File: src/rtl/apb3_cmd_master_if.sv
// apb3_cmd_master_if: command/response handshake plus APB3 bus of the command master.
// The master modport is the initiator view; slave is the command source / APB peripheral side.
interface apb3_cmd_master_if #(
  parameter int AWIDTH = 10,
  parameter int DWIDTH = 32
) ();
  logic              cmd_valid;
  logic              cmd_ready;
  logic              cmd_write;
  logic [AWIDTH-1:0] cmd_addr;
  logic [DWIDTH-1:0] cmd_wdata;
  logic              rsp_valid;
  logic [DWIDTH-1:0] rsp_rdata;
  logic              rsp_err;
  logic              rsp_timeout;
  logic              PSEL;
  logic              PENABLE;
  logic              PWRITE;
  logic [AWIDTH-1:0] PADDR;
  logic [DWIDTH-1:0] PWDATA;
  logic [DWIDTH-1:0] PRDATA;
  logic              PREADY;
  logic              PSLVERR;

  modport master (
    input  cmd_valid, cmd_write, cmd_addr, cmd_wdata, PRDATA, PREADY, PSLVERR,
    output cmd_ready, rsp_valid, rsp_rdata, rsp_err, rsp_timeout,
           PSEL, PENABLE, PWRITE, PADDR, PWDATA
  );

  modport slave (
    output cmd_valid, cmd_write, cmd_addr, cmd_wdata, PRDATA, PREADY, PSLVERR,
    input  cmd_ready, rsp_valid, rsp_rdata, rsp_err, rsp_timeout,
           PSEL, PENABLE, PWRITE, PADDR, PWDATA
  );
endinterface

File: src/rtl/apb3_cmd_master.sv
// apb3_cmd_master: turns single-beat valid/ready commands into APB3 SETUP/ACCESS transfers.
// Define APB_MASTER_TIMEOUT_EN to abort transfers whose PREADY stays low for TIMEOUT cycles.
module apb3_cmd_master #(
  parameter int AWIDTH  = 10,
  parameter int DWIDTH  = 32,
  parameter int TIMEOUT = 256
) (
  input logic               PCLK,
  input logic               PRESETN,
  apb3_cmd_master_if.master bus
);
  typedef enum logic [1:0] {IDLE, SETUP, ACCESS, RESP} state_t;

  localparam logic [15:0] TIMEOUT_LAST = 16'(TIMEOUT - 1);

  state_t            state_q, state_d;
  logic              cmd_ready_q, cmd_ready_d;
  logic              psel_q, psel_d;
  logic              penable_q, penable_d;
  logic              pwrite_q, pwrite_d;
  logic [AWIDTH-1:0] paddr_q, paddr_d;
  logic [DWIDTH-1:0] pwdata_q, pwdata_d;
  logic              rsp_valid_q, rsp_valid_d;
  logic [DWIDTH-1:0] rsp_rdata_q, rsp_rdata_d;
  logic              rsp_err_q, rsp_err_d;
  logic              rsp_timeout_q, rsp_timeout_d;
  logic              abort;

`ifdef APB_MASTER_TIMEOUT_EN
  logic [15:0] wait_cnt_q, wait_cnt_d;

  // SETUP always precedes ACCESS, so clearing there restarts the count for every transfer.
  always_comb begin
    wait_cnt_d = wait_cnt_q;
    if (state_q == SETUP) begin
      wait_cnt_d = '0;
    end else if ((state_q == ACCESS) && !bus.PREADY) begin
      wait_cnt_d = wait_cnt_q + 16'd1;
    end
  end

  always_ff @(posedge PCLK or negedge PRESETN) begin
    if (!PRESETN) begin
      wait_cnt_q <= '0;
    end else begin
      wait_cnt_q <= wait_cnt_d;
    end
  end

  assign abort = (state_q == ACCESS) && !bus.PREADY && (wait_cnt_q == TIMEOUT_LAST);
`else
  // TIMEOUT only matters when the abort counter is built.
  logic unused_timeout_cfg;
  assign unused_timeout_cfg = ^TIMEOUT_LAST;
  assign abort = 1'b0;
`endif

  always_comb begin
    state_d       = state_q;
    cmd_ready_d   = 1'b0;
    psel_d        = 1'b0;
    penable_d     = 1'b0;
    pwrite_d      = pwrite_q;
    paddr_d       = paddr_q;
    pwdata_d      = pwdata_q;
    rsp_valid_d   = 1'b0;
    rsp_rdata_d   = rsp_rdata_q;
    rsp_err_d     = rsp_err_q;
    rsp_timeout_d = rsp_timeout_q;
    case (state_q)
      IDLE: begin
        cmd_ready_d = 1'b1;
        if (bus.cmd_valid && cmd_ready_q) begin
          pwrite_d    = bus.cmd_write;
          paddr_d     = bus.cmd_addr;
          pwdata_d    = bus.cmd_wdata;
          psel_d      = 1'b1;
          cmd_ready_d = 1'b0;
          state_d     = SETUP;
        end
      end
      SETUP: begin
        psel_d    = 1'b1;
        penable_d = 1'b1;
        state_d   = ACCESS;
      end
      ACCESS: begin
        if (bus.PREADY) begin
          rsp_rdata_d   = pwrite_q ? '0 : bus.PRDATA;
          rsp_err_d     = bus.PSLVERR;
          rsp_timeout_d = 1'b0;
          rsp_valid_d   = 1'b1;
          state_d       = RESP;
        end else if (abort) begin
          rsp_rdata_d   = '0;
          rsp_err_d     = 1'b1;
          rsp_timeout_d = 1'b1;
          rsp_valid_d   = 1'b1;
          state_d       = RESP;
        end else begin
          psel_d    = 1'b1;
          penable_d = 1'b1;
        end
      end
      RESP: begin
        cmd_ready_d = 1'b1;
        state_d     = IDLE;
      end
      default: state_d = IDLE;
    endcase
  end

  always_ff @(posedge PCLK or negedge PRESETN) begin
    if (!PRESETN) begin
      state_q       <= IDLE;
      cmd_ready_q   <= 1'b0;
      psel_q        <= 1'b0;
      penable_q     <= 1'b0;
      pwrite_q      <= 1'b0;
      paddr_q       <= '0;
      pwdata_q      <= '0;
      rsp_valid_q   <= 1'b0;
      rsp_rdata_q   <= '0;
      rsp_err_q     <= 1'b0;
      rsp_timeout_q <= 1'b0;
    end else begin
      state_q       <= state_d;
      cmd_ready_q   <= cmd_ready_d;
      psel_q        <= psel_d;
      penable_q     <= penable_d;
      pwrite_q      <= pwrite_d;
      paddr_q       <= paddr_d;
      pwdata_q      <= pwdata_d;
      rsp_valid_q   <= rsp_valid_d;
      rsp_rdata_q   <= rsp_rdata_d;
      rsp_err_q     <= rsp_err_d;
      rsp_timeout_q <= rsp_timeout_d;
    end
  end

  assign bus.cmd_ready   = cmd_ready_q;
  assign bus.PSEL        = psel_q;
  assign bus.PENABLE     = penable_q;
  assign bus.PWRITE      = pwrite_q;
  assign bus.PADDR       = paddr_q;
  assign bus.PWDATA      = pwdata_q;
  assign bus.rsp_valid   = rsp_valid_q;
  assign bus.rsp_rdata   = rsp_rdata_q;
  assign bus.rsp_err     = rsp_err_q;
  assign bus.rsp_timeout = rsp_timeout_q;
endmodule

File: src/flat_wrapper.sv
// flat-port wrapper written by rule: the top's interface ports become plain ports
module apb3_cmd_master_flat 
#(
  parameter int AWIDTH  = 10,
  parameter int DWIDTH  = 32,
  parameter int TIMEOUT = 256
)
  (PCLK, PRESETN, bus_cmd_valid, bus_cmd_write, bus_cmd_addr, bus_cmd_wdata, bus_PRDATA, bus_PREADY, bus_PSLVERR, bus_cmd_ready, bus_rsp_valid, bus_rsp_rdata, bus_rsp_err, bus_rsp_timeout, bus_PSEL, bus_PENABLE, bus_PWRITE, bus_PADDR, bus_PWDATA);
  apb3_cmd_master_if #(.AWIDTH(AWIDTH), .DWIDTH(DWIDTH)) bus_i ();
  input logic PCLK;
  input logic PRESETN;
  input wire logic [$bits(bus_i.cmd_valid)-1:0] bus_cmd_valid;
  input wire logic [$bits(bus_i.cmd_write)-1:0] bus_cmd_write;
  input wire logic [$bits(bus_i.cmd_addr)-1:0] bus_cmd_addr;
  input wire logic [$bits(bus_i.cmd_wdata)-1:0] bus_cmd_wdata;
  input wire logic [$bits(bus_i.PRDATA)-1:0] bus_PRDATA;
  input wire logic [$bits(bus_i.PREADY)-1:0] bus_PREADY;
  input wire logic [$bits(bus_i.PSLVERR)-1:0] bus_PSLVERR;
  output wire logic [$bits(bus_i.cmd_ready)-1:0] bus_cmd_ready;
  output wire logic [$bits(bus_i.rsp_valid)-1:0] bus_rsp_valid;
  output wire logic [$bits(bus_i.rsp_rdata)-1:0] bus_rsp_rdata;
  output wire logic [$bits(bus_i.rsp_err)-1:0] bus_rsp_err;
  output wire logic [$bits(bus_i.rsp_timeout)-1:0] bus_rsp_timeout;
  output wire logic [$bits(bus_i.PSEL)-1:0] bus_PSEL;
  output wire logic [$bits(bus_i.PENABLE)-1:0] bus_PENABLE;
  output wire logic [$bits(bus_i.PWRITE)-1:0] bus_PWRITE;
  output wire logic [$bits(bus_i.PADDR)-1:0] bus_PADDR;
  output wire logic [$bits(bus_i.PWDATA)-1:0] bus_PWDATA;
  assign bus_i.cmd_valid = bus_cmd_valid;
  assign bus_i.cmd_write = bus_cmd_write;
  assign bus_i.cmd_addr = bus_cmd_addr;
  assign bus_i.cmd_wdata = bus_cmd_wdata;
  assign bus_i.PRDATA = bus_PRDATA;
  assign bus_i.PREADY = bus_PREADY;
  assign bus_i.PSLVERR = bus_PSLVERR;
  assign bus_cmd_ready = bus_i.cmd_ready;
  assign bus_rsp_valid = bus_i.rsp_valid;
  assign bus_rsp_rdata = bus_i.rsp_rdata;
  assign bus_rsp_err = bus_i.rsp_err;
  assign bus_rsp_timeout = bus_i.rsp_timeout;
  assign bus_PSEL = bus_i.PSEL;
  assign bus_PENABLE = bus_i.PENABLE;
  assign bus_PWRITE = bus_i.PWRITE;
  assign bus_PADDR = bus_i.PADDR;
  assign bus_PWDATA = bus_i.PWDATA;
  apb3_cmd_master #(.AWIDTH(AWIDTH), .DWIDTH(DWIDTH), .TIMEOUT(TIMEOUT)) u_core (.PCLK(PCLK), .PRESETN(PRESETN), .bus(bus_i));
endmodule
File: config.mk
export PLATFORM = sky130hd
export DESIGN_NAME = apb3_cmd_master_flat
export DESIGN_NICKNAME = d
export VERILOG_FILES = /design/src/rtl/apb3_cmd_master_if.sv /design/src/rtl/apb3_cmd_master.sv /design/src/flat_wrapper.sv
export SDC_FILE = /design/constraint.sdc
export NUM_CORES = 1
export LEC_CHECK = 0
export BUFFER_PORTS_ARGS = -buffer_cell sky130_fd_sc_hd__buf_4
export CAP_MARGIN = 20
export CORE_MARGIN = 8
export CORE_UTILIZATION = 48
export CTS_BUF_LIST = sky130_fd_sc_hd__clkbuf_2
export DETAILED_ROUTE_END_ITERATION = 10
export GPL_TIMING_DRIVEN = 0
export PLACE_DENSITY = 0.82
export SYNTH_ARGS = -nofsm -noshare
export SYNTH_HDL_FRONTEND = slang
export SYNTH_SLANG_ARGS = --single-unit
File: constraint.sdc
create_clock -name PCLK -period 2 [get_ports PCLK]
set_input_delay 0.2 -clock PCLK [delete_from_list [all_inputs] [get_ports PCLK]]
set_output_delay 0.2 -clock PCLK [all_outputs]
set_load 0.03 [all_outputs]
Word-level counts from Yosys, hierarchy flattened
Cells that the tools add are included.
{"block": "word_totals", "memories": 0, "inputBits": 80, "register_bits": 82, "latchBits": 0, "romBits": 0, "mem_bits_rw": 0, "elab_cells": 32, "out_inout_bits": 81}
{"block": "classes", "div": 0, "mul": 0, "shift": 0, "n_eq_ne": 5, "add_sub_neg": 0, "n_lt_le_gt_ge": 0, "reduce_logical": 5, "muxes": 12, "bitwise": 0}
{"op": "$mux 32", "count": 1}
{"op": "$pmux 2 s4", "count": 1}
{"op": "$reduce_and 2->1", "count": 3}
{"op": "$mux 1", "count": 5}
{"op": "$eq 2x2->1 const B", "count": 2}
{"op": "$mux 2", "count": 2}
{"op": "$pmux 1 s2", "count": 2}
{"op": "$pmux 1 s3", "count": 1}
{"op": "$eq 2x1->1 const B", "count": 1}
{"op": "$logic_not 2->1", "count": 1}
{"op": "$ne 2x1->1 const B", "count": 1}
{"op": "$ne 2x2->1 const B", "count": 1}
{"op": "$logic_and 1x1->1", "count": 1}

Longest topological paths before layout
Gate-level depths: netlist of run 1.
{"block": "logic_depth", "ltp_word": 3, "ltp_mapped": 7, "depth_no_buf": 5}

Least setup slack after synthesis of run 1
Ideal clock, no wire load.
{"block": "synth_timing", "path_kind": "flip-flop to flip-flop", "startpoint": "register u_core.state_q[0]", "endpoint": "register u_core.paddr_q[3], in the netlist u_core.bus.PADDR[3]", "path_buffers": 1, "setup_time_ns": 0.125, "path_slack_ns": 0.572, "path_stages_with_launch": 6, "arrival_time_ns": 1.303, "t_required_ns": 1.875, "cell_sequence": "dfrtp_1 > inv_1 > ha_1 > nand3_4 > buf_6 > mux2_4"}
{"block": "synth_via", "elab_chain_len": 2}
{"element": "from (decl)", "line": "apb3_cmd_master.sv:16", "source": "state_t state_q, state_d;"}
{"element": "from (signal assigned)", "line": "apb3_cmd_master.sv:127", "source": "state_q <= state_d;"}
{"element": "$logic_not 2->1", "line": "apb3_cmd_master.sv:70", "source": "case (state_q)"}
{"element": "$reduce_and 2->1 (no line)"}
{"element": "to (signal assigned)", "line": "apb3_cmd_master.sv:132", "source": "paddr_q <= paddr_d;"}
{"element": "to (decl)", "line": "apb3_cmd_master.sv:21", "source": "logic [AWIDTH-1:0] paddr_q, paddr_d;"}
Every way passes these cells.
A chain may end at the register's enable or synchronous reset.

Worst setup path after layout of run 1
{"block": "layout_timing", "startpoint": "register u_core.state_q[1]", "endpoint": "register u_core.pwdata_q[20], in the netlist u_core.bus.PWDATA[20]"}
{"block": "layout_via", "elab_chain_len": 2}
{"element": "$logic_not 2->1", "line": "apb3_cmd_master.sv:70"}
{"element": "$reduce_and 2->1 (no line)"}
{"element": "to (signal assigned)", "line": "apb3_cmd_master.sv:133", "source": "pwdata_q <= pwdata_d;"}
{"element": "to (decl)", "line": "apb3_cmd_master.sv:22", "source": "logic [DWIDTH-1:0] pwdata_q, pwdata_d;"}
Every way passes these cells.

==> run metrics, run 1 <==
status=complete, no violations; Setup Skew=38.5 ps; Max VDD drop=0.808 mV; GRT Overall Usage=0.223; clk_lat worst skew=520 ps; Avg Inst Size Synth=13.3 um2; worst hold slack=46.9 ps; post_cts resized=0; CTS tree=built; most frequent cells in the layout=buf_4, dfrtp_1, dlygate4sd3_1; setup TNS=0 ps; die area=10100 um2; syn nets=341; initial antenna violation count=1; share of the yosys chip area belonging to registers=0.600; area occupied by registers=2050 um2; largest net degree at the start of global routing=83; Max Transition Viols Final=0; Hold Buf Count CTS=77; Area after DPL=4730 um2; port buffer count=159; post-route minimum period=1580 ps; Syn. warnings=0; CP Data Arrival Time=2020 ps; vias in the first global route=3185; area share of the largest cell type after synthesis=0.600; final WL=11.7 mm; router iterations before antenna repair=5; Fin. Hold Viols=0; Antenna Cells=0; Vert. Die Dim=100 um; total power=8610 uW; Tcrit/Tclk final=0.792; total gr overflow=0; Hold/Removal Path Class=input pin to flop; first-pass GRT wire length=17.4 mm; commonest non-fill, non-tap cell in the layout=buf_4; GPL Wtd Cong=0.736; multi-input logic area=1260 um2; DR vias/cell=4.84; post-route ant nets=0; Critical Path Source Type=flop; fin area=5690 um2; via count=2942; DRC viols=0; # Post-CTS Setup Buffers=0; critical path fanouts, max=10; post-DP HPWL=6.96 mm; critical path type=flop to flop; H-tree depth=3; Critical Path Sink Type=flop; Wirelength per Cell=19.3 um; FMAX=631 MHz; clk buf depth=2; Synth area leader=dfrtp_1; leakage dissipation=0.00294 uW; synthesized cell area=3420 um2; Root Driver=clkbuf_2; Crit path required time=2440 ps; Cell Pwr Density=1510 nW/um2; core area=6830 um2; Setup WS pre-CTS=455 ps; RSZ-0062 raised after global routing=no; Detailed Route Iter0 Violations=70; Initial Util=0.500; Yosys reg bits=82; Sink Count=82; Synth Instances=257; chip width=100 um; Max Cap Violations=0; FP Rows=30; fraction of layout cells with a size suffix above 1=0.453; synth-to-layout area growth=66.4%; Final setup viols=0; Final WS setup=415 ps; io pins=161; top cells by area, synth=dfrtp_1, mux2_4, nand2b_1; # fillers=394; Layout Nets=591; CTS clock-pin slew for the worst setup and hold paths=250 ps; post-synth cell types=19; TritonCTS Buffers=9
worst max-delay path, cell delays in order, from the launching register on:
cell and delay, ps:
dfrtp_1 470, inv_1 100, ha_1 240, nand3_4 170, buf_6 210, mux2_4 340
per-layer routing:
layer,up-vias,GRT usage,wire length [um],part of all wire
li1,1347,-,-,-
met1,1454,0.241,4280,0.37
met2,111,0.403,6290,0.54
met3,28,0.0664,806,0.069
met4,2,0.0791,318,0.027
met5,-,0,13,0.0011
final cells by class:
cell class / instances / share of cell area
Inverter: 3 / 0.00198
Clock buffer: 9 / 0.00792
Buffer: 15 / 0.0169
Timing Repair Buffer: 239 / 0.354
Sequential cell: 82 / 0.361
Clock inverter: 7 / 0.0163
Multi-Input combinational cell: 157 / 0.221
Tap cell: 96 / 0.0211
power by group:
group / switching, uW / internal, uW
clock network: 587 / 411
registers: 502 / 2390
logic: 2660 / 2060
cell usage after synthesis:
library cell,instances
a21boi_0,1
a21oi_1,1
buf_2,5
buf_4,1
buf_6,4
clkbuf_1,5
conb_1,1
dfrtp_1,82
ha_1,4
inv_1,3
mux2_2,6
mux2_4,39
nand2_1,33
nand2b_1,32
nand3_4,1
nor2_1,4
nor2b_1,2
o21ai_0,32
o22a_2,1
through the flow:
stage | util | cells
after floorplan | - | 257
after global placement | 0.693 | 512
after detailed placement | 0.693 | 512
after CTS | 0.826 | 605
after global routing | 0.833 | 608
final | 0.833 | 608
cell families (layout without fill, tap and decap cells):
group	count (synthesis)	after routing	synth area share
buf+inv	18	273	0.0315
flops	82	82	0.600
fa+ha+maj	4	4	0.0146
other cells	1	1	0.00110
mux	45	45	0.191
compound gates	35	35	0.0534
simple gates	72	72	0.108
final timing paths:
kind / startpoint / to / slack [ps] / cells past startpoint
worst min-delay path: bus_PREADY / u_core.bus.PENABLE / 50 / 4
worst min register to register: u_core.bus.rsp_rdata[23] / u_core.bus.rsp_rdata[23] / 520 / 2
worst max-delay path: u_core.state_q[1] / u_core.bus.PWDATA[20] / 420 / 5
min in group asynchronous: PRESETN / u_core.bus.PWDATA[13] / 540 / 3
worst max register to register: u_core.state_q[1] / u_core.bus.PWDATA[20] / 420 / 5
max in group asynchronous: PRESETN / u_core.bus.rsp_rdata[28] / 820 / 4
state kept, by name (all words and copies together), names as in the netlist:
signal,count
u_core.bus.PWDATA,32
u_core.bus.rsp_rdata,32
u_core.bus.PADDR,10
u_core.state_q,2
u_core.bus.PENABLE,1
u_core.bus.PSEL,1
u_core.bus.PWRITE,1
u_core.bus.cmd_ready,1
u_core.bus.rsp_err,1
u_core.bus.rsp_valid,1
Note: power is estimated with default switching activity, not from simulation.
==> inputs of run 2 (changes only) <==
==> constraint.sdc (replaced) <==
create_clock -name PCLK -period 1.6 [get_ports PCLK]
set_input_delay 0.16 -clock PCLK [delete_from_list [all_inputs] [get_ports PCLK]]
set_output_delay 0.16 -clock PCLK [all_outputs]
set_load 0.03 [all_outputs]
==> run metrics, run 2 (synthesis results as in run 1) <==
reg2reg setup slack=60 ps (-360 ps); hold depth=3 (-1); total power=10900 uW (+26%); Wirelength per Cell=19.2 um (about the same); Max Transition Viols Final=0 (unchanged); Root Driver=clkbuf_2; fraction of layout cells with a size suffix above 1=0.464 (+0.0112); core area=6830 um2 (unchanged); Hold/Removal Path Class=input pin to flop; critical path fanouts, max=10 (unchanged); io pins=161 (unchanged); clk buf depth=2 (unchanged); CP cell instances=inv_1 -> ha_2 -> nand3_4 -> buf_8 -> mux2_4; # fillers=374 (-5.1%); Max VDD drop=1.00 mV (+24%); CTS tree=built; fin cells=615 (+1.2%); Detailed Route Iter0 Violations=93 (+33%); leakage dissipation=0.00298 uW (+1.3%); CP delay by family, top=flip-flops; Final setup viols=0 (unchanged); hold endpoint=u_core.bus.PWDATA[6]; Max stage delay on crit path=460 ps (about the same); CTS clock-pin slew for the worst setup and hold paths=270 ps (+20 ps); status=complete, no violations; H-tree depth=3 (unchanged); GPL Wtd Cong=0.736 (unchanged); final WL=11.8 mm (+1.1%); vias in the first global route=3192 (+0.22%); Max Cap Violations=0 (unchanged); Final WS setup=59.6 ps (-356 ps); FP Rows=30 (unchanged); first-pass GRT wire length=17.4 mm (+0.12%); RSZ-0062 raised after global routing=yes; synth-to-layout area growth=68.6%; Tcrit/Tclk final=0.963 (+0.170); GRT Overall Usage=0.223 (about the same); Reg2Reg Depth=5 (unchanged); via count=2965 (+0.78%); Critical path origin=u_core.state_q[1]; TritonCTS Buffers=9 (unchanged); chip width=100 um (unchanged); final core utilization=0.844 (+0.0110); CP bufs+invs=2 (unchanged); router iterations before antenna repair=4 (-1); reg-to-reg endpoint=u_core.bus.PADDR[4]; post-route ant nets=0 (unchanged); Setup Skew=52.0 ps (+13.5 ps); total gr overflow=0 (unchanged); Slowest cell on crit path=dfrtp_1; FMAX=649 MHz (+2.9%); Sink Count=82 (unchanged); CP Data Arrival Time=1950 ps (-70 ps); DR vias/cell=4.82 (-0.37%); Initial Util=0.500 (unchanged); critical path type=flop to flop; dpl cells=512 (unchanged); Critical Path Sink Type=flop; setup TNS=0 ps (unchanged); Critical Path Source Type=flop; Layout Nets=598 (+1.2%); port buffer count=159 (unchanged); clk_lat worst skew=520 ps (about the same); post-route minimum period=1540 ps (-44.3 ps); min-delay src=bus_cmd_wdata[6]; DRC viols=0 (unchanged); post-DP HPWL=6.96 mm (unchanged); die area=10100 um2 (unchanged); Antenna Cells=0 (unchanged); Cell Pwr Density=1890 nW/um2 (+25%); Vert. Die Dim=100 um (unchanged); Crit path required time=2010 ps (-430 ps); most frequent cells in the layout=buf_4, dfrtp_1, dlygate4sd3_1; largest net degree at the start of global routing=83 (unchanged); Fin. Hold Viols=0 (unchanged); Setup WS pre-CTS=55.3 ps (-400 ps); commonest non-fill, non-tap cell in the layout=buf_4; origin of the critical flop-to-flop path=u_core.state_q[1]; initial antenna violation count=1 (unchanged)
[run 2: changes by cell type in the layout (fill, tap and decap cells not counted), sizes merged]
| cell | change |
|---|---|
| buf | +5 |
| clkbuf | +1 |
| dlygate4sd3 | +1 |
[run 2: where the power goes]
group	leakage [uW]	internal, uW	switching (uW)
clock	0.0000760	514	735
combinational	0.00188	2650	3360
sequential	0.00103	2990	620
total	0.00298	6150	4720
[run 2: final cells by class]
type / count / area (um2) / share of cell area
buffer: 15 / 111 / 0.0193
timing repair buffer: 246 / 2070 / 0.359
tap: 96 / 120 / 0.0208
inverter: 3 / 11.3 / 0.00195
sequential: 82 / 2050 / 0.356
clock buffer: 9 / 45.0 / 0.00782
multi-input combinational: 157 / 1260 / 0.219
clock inverter: 7 / 92.6 / 0.0161
[run 2: worst max path at each step]
stage                     cells past startpoint                  end  slack [ps]
after global routing                          5  u_core.bus.PADDR[7]         -40
final                                         5  u_core.bus.PADDR[4]          60
after CTS                                     5  u_core.bus.PADDR[8]          10
after global placement                        5    u_core.bus.PWRITE          90
after detailed placement                      5  u_core.bus.PADDR[8]          60
after floorplan                               5  u_core.bus.PADDR[3]         170
[run 2: worst min-delay path, stage by stage]
cell,delay (ps)
dlygate4sd3_1,530
buf_4,100
mux2_4,130
[run 2: through the flow]
stage / area (um2) / hold slack, ps
2_1_floorplan: 3420 / -136
3_3_place_gp: 4730 / 392
3_5_place_dp: 4730 / 394
4_1_cts: 5660 / 339
5_1_grt: 5760 / 348
6_report: 5760 / 391
[run 2: layer usage]
layer / wire, um / track usage / part of all wire
met5: 13 / 0 / 0.0011
met4: 346 / 0.0791 / 0.029
met3: 767 / 0.0637 / 0.065
met1: 4330 / 0.241 / 0.37
met2: 6380 / 0.405 / 0.54
[run 2: repair_timing]
| item | 4_1_cts | 5_1_grt |
|---|---|---|
| gates resized for setup | 0 | 12 |
| hold buffers | 79 | 1 |
| setup buffers | 0 | 6 |
| endpoints found under the setup margin | 0 | 71 |
| endpoints found under the hold margin | 160 | 7 |
